==> src/rtl/limb_serial_mul.sv <==
// Wide unsigned multiplier that walks all limb pairs through one registered
// WORD_LEN x WORD_LEN multiplier and sums the shifted partial products.
module limb_serial_mul #(
  parameter int unsigned WORD_LEN  = 17,
  parameter int unsigned NUM_WORDS = 4
) (
  input  logic                            clk,
  input  logic                            reset,
  input  logic                            start,
  input  logic [NUM_WORDS*WORD_LEN-1:0]   a,
  input  logic [NUM_WORDS*WORD_LEN-1:0]   b,
  output logic                            busy,
  output logic                            done,
  output logic [2*NUM_WORDS*WORD_LEN-1:0] p
);

  localparam int unsigned OP_W   = NUM_WORDS * WORD_LEN;
  localparam int unsigned ACC_W  = 2 * OP_W;
  localparam int unsigned PROD_W = 2 * WORD_LEN;
  localparam int unsigned IDX_W  = (NUM_WORDS > 1) ? $clog2(NUM_WORDS) : 1;
  localparam int unsigned S_W    = IDX_W + 1;
  localparam logic [IDX_W-1:0] LAST_IDX = IDX_W'(NUM_WORDS - 1);

  typedef enum logic [1:0] {
    S_IDLE,
    S_MUL,
    S_DRAIN,
    S_DONE
  } state_t;

  state_t              state_q, state_d;
  logic [OP_W-1:0]     a_reg_q, a_reg_d;
  logic [OP_W-1:0]     b_reg_q, b_reg_d;
  logic [IDX_W-1:0]    i_q, i_d;
  logic [IDX_W-1:0]    j_q, j_d;
  logic [ACC_W-1:0]    acc_q, acc_d;
  logic [PROD_W-1:0]   mul_p_q, mul_p_d;
  logic                issue_vld_q, issue_vld_d;
  logic [S_W-1:0]      issue_s_q, issue_s_d;
  logic                busy_q, busy_d;
  logic                done_q, done_d;
  logic [ACC_W-1:0]    p_q, p_d;
  logic [WORD_LEN-1:0] mul_a, mul_b;

  // Limb operands presented to the single multiplier
  assign mul_a = WORD_LEN'(a_reg_q >> (32'(i_q) * WORD_LEN));
  assign mul_b = WORD_LEN'(b_reg_q >> (32'(j_q) * WORD_LEN));

  always_ff @(posedge clk) begin
    if (reset) begin
      state_q     <= S_IDLE;
      a_reg_q     <= '0;
      b_reg_q     <= '0;
      i_q         <= '0;
      j_q         <= '0;
      acc_q       <= '0;
      mul_p_q     <= '0;
      issue_vld_q <= 1'b0;
      issue_s_q   <= '0;
      busy_q      <= 1'b0;
      done_q      <= 1'b0;
      p_q         <= '0;
    end else begin
      state_q     <= state_d;
      a_reg_q     <= a_reg_d;
      b_reg_q     <= b_reg_d;
      i_q         <= i_d;
      j_q         <= j_d;
      acc_q       <= acc_d;
      mul_p_q     <= mul_p_d;
      issue_vld_q <= issue_vld_d;
      issue_s_q   <= issue_s_d;
      busy_q      <= busy_d;
      done_q      <= done_d;
      p_q         <= p_d;
    end
  end

  always_comb begin
    state_d     = state_q;
    a_reg_d     = a_reg_q;
    b_reg_d     = b_reg_q;
    i_d         = i_q;
    j_d         = j_q;
    acc_d       = acc_q;
    p_d         = p_q;
    done_d      = 1'b0;
    issue_vld_d = 1'b0;
    issue_s_d   = S_W'(i_q) + S_W'(j_q);
    mul_p_d     = PROD_W'(mul_a) * PROD_W'(mul_b);

    // Product issued last cycle lands at limb offset i+j
    if (issue_vld_q) begin
      acc_d = acc_q + (ACC_W'(mul_p_q) << (32'(issue_s_q) * WORD_LEN));
    end

    case (state_q)
      S_IDLE: begin
        if (start) begin
          a_reg_d = a;
          b_reg_d = b;
          acc_d   = '0;
          i_d     = '0;
          j_d     = '0;
          state_d = S_MUL;
        end
      end
      S_MUL: begin
        issue_vld_d = 1'b1;
        if (j_q == LAST_IDX) begin
          j_d = '0;
          if (i_q == LAST_IDX) begin
            i_d     = '0;
            state_d = S_DRAIN;
          end else begin
            i_d = i_q + IDX_W'(1);
          end
        end else begin
          j_d = j_q + IDX_W'(1);
        end
      end
      S_DRAIN: begin
        // Final partial product is folded in on this edge, so p takes acc_d
        p_d     = acc_d;
        done_d  = 1'b1;
        state_d = S_DONE;
      end
      S_DONE: begin
        state_d = S_IDLE;
      end
      default: begin
        state_d = S_IDLE;
      end
    endcase

    busy_d = (state_d != S_IDLE);
  end

  assign busy = busy_q;
  assign done = done_q;
  assign p    = p_q;

endmodule
==> config.mk <==
export PLATFORM = sky130hd
export DESIGN_NAME = limb_serial_mul
export DESIGN_NICKNAME = d
export VERILOG_FILES = /design/src/rtl/limb_serial_mul.sv
export SDC_FILE = /design/constraint.sdc
export NUM_CORES = 2
export LEC_CHECK = 0
export ABC_AREA = 1
export CAP_MARGIN = 10
export CORE_ASPECT_RATIO = 1.25
export CORE_MARGIN = 1.5
export CORE_UTILIZATION = 55
export DETAILED_ROUTE_END_ITERATION = 7
export GPL_TIMING_DRIVEN = 1
export PLACE_DENSITY_LB_ADDON = 0.12
export SYNTH_ARGS = -nofsm -noshare
export SYNTH_HDL_FRONTEND = slang
export SYNTH_SLANG_ARGS = --single-unit
export TNS_END_PERCENT = 30
==> constraint.sdc <==
create_clock -name clk -period 18.4 [get_ports clk]
set_input_delay 2.76 -clock clk [delete_from_list [all_inputs] [get_ports clk]]
set_output_delay 2.76 -clock clk [all_outputs]
set_load 0.05 [all_outputs]
==> impl_metrics.sql <==
INSERT INTO impl_metrics (metric_group, metric, value, unit) VALUES
('cts', 'numCtsBuffers', '48', ''),
('yosys', 'yosys.area.top_type', 'dfxtp_1', ''),
('status', 'outcome', 'completed', ''),
('die', 'num_io_pins', '277', ''),
('route', 'avgViaCountPerCell', '5.63', ''),
('placed_design', 'port_buffers', '276', ''),
('yosys', 'synth_cells', '7001', ''),
('cts', 'cts_tree', 'built', ''),
('global_route', 'grt.total_usage', '44.6', '%'),
('timing', 'grt_setup_unrepaired', 'no', ''),
('yosys', 'synth_sequential_area_ratio', '21.3', '%'),
('die', 'coreArea', '0.0770', 'sq mm'),
('critical_path', 'data_arrival_at_the_endpoint_of_the_critical_path', '8.60', 'ns'),
('yosys', 'mappedNetlistArea', '0.0427', 'sq mm'),
('cts', 'h-tree-depth', '2', ''),
('worst_hold_path', 'min_path_type', 'reg -> reg', ''),
('flow_run', 'max_cap_viol_count', '0', ''),
('critical_path', 'critical_path.startpoint_type', 'flip-flop', ''),
('route', 'post_drt_wl_per_cell', '22.0', 'um'),
('global_route', 'grt.overflow.total', '0', ''),
('route', 'postRouteWirelength', '180', 'mm'),
('cts', 'post_cts.repair.setup_buffers', '0', ''),
('yosys', 'async_set_reset_flop_share_out_of_synthesis', '0', '%'),
('global_route', 'grt_pass1_vias', '44222', ''),
('finish', 'layout_common_cells', 'nand2_1 (1,831), inv_1 (1,285), nor2_1 (1,133), dfxtp_1 (448), o21ai_0 (378)', ''),
('global_route', 'grt_pass1_wl', '263', 'mm'),
('worst_hold_path', 'timing.hold.worst.start', 'a_reg_q[0]$_SDFFE_PP0P_', ''),
('critical_path', 'crit_path_max_incr_delay', '1.00', 'ns'),
('route', 'routed-via-count', '46005', ''),
('route', 'drtAntennaViolNets', '0', ''),
('cts', 'cts.hold.buffers_added', '0', ''),
('die', 'effective_utilization_at_floorplan', '55.4', '%'),
('timing', 'clock_skews', '0.0347', 'ns'),
('finish', 'share_of_layout_cells_above_drive_strength_1', '4.18', '%'),
('critical_path', 'worstSetupEndpointType', 'flip-flop', ''),
('cts', 'clk_latency', '0.65', 'ns'),
('yosys', 'yosysWarningCount', '0', ''),
('finish', 'leading_cell_type_in_the_layout_fill_and_taps_excluded', 'nand2_1', ''),
('timing', 'timing_hold_violations_final', '0', ''),
('yosys', 'synth_ff_type', 'dfxtp_1', ''),
('critical_path', 'critical_path.most_common_cell', 'inv_1', ''),
('power', 'irDropWorstVdd', '0.0799', 'mV'),
('route', 'drtIter0Drc', '4828', ''),
('critical_path', 'r2r_cells', '26', ''),
('timing', 'maxClockFrequency', '124', 'MHz'),
('die', 'die_width', '252', 'um'),
('route', 'remaining_drc_errors', '0', ''),
('finish', 'total_number_of_nets_in_the_final_design', '7747', ''),
('critical_path', 'r2r-end', 'mul_p_q[26]$_SDFF_PP0_', ''),
('worst_hold_path', 'hold_path_sink', 'a_reg_q[0]$_SDFFE_PP0P_', ''),
('finish', 'filler_cell_count', '7488', ''),
('cts', 'max-clock-path-buffers', '3', ''),
('cts', 'cts.sink_count', '454', ''),
('timing', 'slew-limit-headroom', '12.3', '%'),
('placed_design', 'gpl.final_weighted_congestion', '1.11', ''),
('cts', 'post_cts_resized', '0', ''),
('finish', 'syn_to_final_growth', '12.2', '%'),
('critical_path', 'worst_reg2reg_startpoint', 'j_q[0]$_SDFFE_PP0P_', ''),
('yosys', 'synth_top_area_share', '21.3', '%'),
('route', 'detailedRoute.firstPassIterationCount', '7', ''),
('placed_design', 'hpwlAfterDp', '147', 'mm'),
('critical_path', 'path_class', 'reg -> reg', ''),
('critical_path', 'path_max_fanout', '54', ''),
('die', 'die_height', '314', 'um'),
('timing', 'setup_viol', '0', ''),
('timing', 'slew_viol_final', '0', ''),
('yosys', 'syn-num-nets', '7612', ''),
('global_route', 'initial_antenna_violation_count', '6', ''),
('global_route', 'grt_max_degree', '199', ''),
('yosys', 'syn-mean-instance-area', '6.10', 'sq um'),
('critical_path', 'critical-path-slowest-cell', 'dfxtp_2', '');
[cell type report]
cell class | count | area (sq um) | area share, %
multi-input cells | 4981 | 27700 | 57.7
flip-flops and latches | 454 | 9100 | 19.0
inverters | 1330 | 5000 | 10.4
repair buffers | 321 | 3110 | 6.49
clock buffers | 60 | 1350 | 2.81
well taps | 986 | 1230 | 2.58
clock inverters | 29 | 440 | 0.919
diodes | 5 | 12.5 | 0.0261
[flip-flops by register name, indices dropped and copies added (netlist names), 2 cells and up]
signal,count
issue_s_q,3
j_q,2
state_q,2
mul_p_q,34
acc_q,136
a_reg_q,68
b_reg_q,68
i_q,2
p,136
[worst max-delay path, delay by kind of cell, from the launching register on]
| family | cells | cell delay (ns) |
|---|---|---|
| compound gates | 8 | 1.40 |
| fa+ha+maj | 7 | 3.32 |
| buf+inv | 8 | 1.74 |
| flops | 1 | 1.00 |
| simple gates | 3 | 0.46 |
[layer usage]
metal / GRT usage, % / vias to the layer above / routed length, um
li1: - / 21734 / -
met1: 49.2 / 21147 / 63700
met2: 71.6 / 2385 / 80100
met3: 8.83 / 737 / 15500
met4: 42.4 / 2 / 20400
met5: 0 / - / 13
[power by group]
part           switching (uW)  internal (uW)
Sequential               39.1           1040
Clock                     470            631
Combinational             940            432
Total                    1450           2100
[Yosys cell counts, types with 8 or more instances]
master	number
clkinv_1	8
o21bai_1	33
nand3_2	15
mux2i_1	20
ha_1	246
inv_2	33
nor2_2	38
dfxtp_1	454
buf_1	24
xor2_1	37
or2_2	20
a31oi_1	11
nor3_2	8
nor2_1	1134
a21o_1	11
o21ai_0	378
nand3_1	305
nand3b_1	22
o21ai_1	33
inv_1	1289
nand2_2	29
xnor2_1	32
clkbuf_1	170
a32oi_1	29
nor3_1	42
o211ai_1	33
fa_1	226
buf_2	35
nand4_1	20
a21oi_1	364
nand2_1	1833
o22ai_1	8
[per-stage QoR]
stage | cell area [sq um] | hold slack (ns) | cells | util (%) | total power, uW
CTS | 47900 | 0.480 | 8161 | 62.2 | 3510
global placement | 46100 | 0.463 | 8072 | 59.9 | 2380
detailed placement | 46100 | 0.467 | 8072 | 59.9 | 2410
floorplan | 42700 | 0.446 | 7001 | - | 1970
global route | 47900 | 0.500 | 8166 | 62.2 | 3720
finish | 47900 | 0.480 | 8166 | 62.2 | 3550
[cells by family after synthesis]
family                     count (synthesis)  synth area share [%]
and+or+nand+nor                         3483                  32.9
buffers and inverters                   1566                  14.0
xor gates and xnor gates                  69                  1.42
DFF                                      454                  21.3
AOI/OAI and AO/OA                        937                  12.1
muxes                                     20                 0.469
adders and majority gates                472                  17.8
[how the worst max path moves through the flow]
| stage | slack [ns] | from | cells past startpoint | end |
|---|---|---|---|---|
| floorplan | 12.23 | j_q[0]$_SDFFE_PP0P_ | 28 | mul_p_q[26]$_SDFF_PP0_ |
| CTS | 10.53 | j_q[0]$_SDFFE_PP0P_ | 26 | mul_p_q[29]$_SDFF_PP0_ |
| finish | 10.31 | j_q[0]$_SDFFE_PP0P_ | 26 | mul_p_q[26]$_SDFF_PP0_ |
| global route | 9.95 | j_q[0]$_SDFFE_PP0P_ | 26 | mul_p_q[29]$_SDFF_PP0_ |
| global placement | 10.68 | j_q[0]$_SDFFE_PP0P_ | 27 | mul_p_q[29]$_SDFF_PP0_ |
| detailed placement | 10.55 | j_q[0]$_SDFFE_PP0P_ | 26 | mul_p_q[29]$_SDFF_PP0_ |
Note: power is estimated with default switching activity, not from simulation.
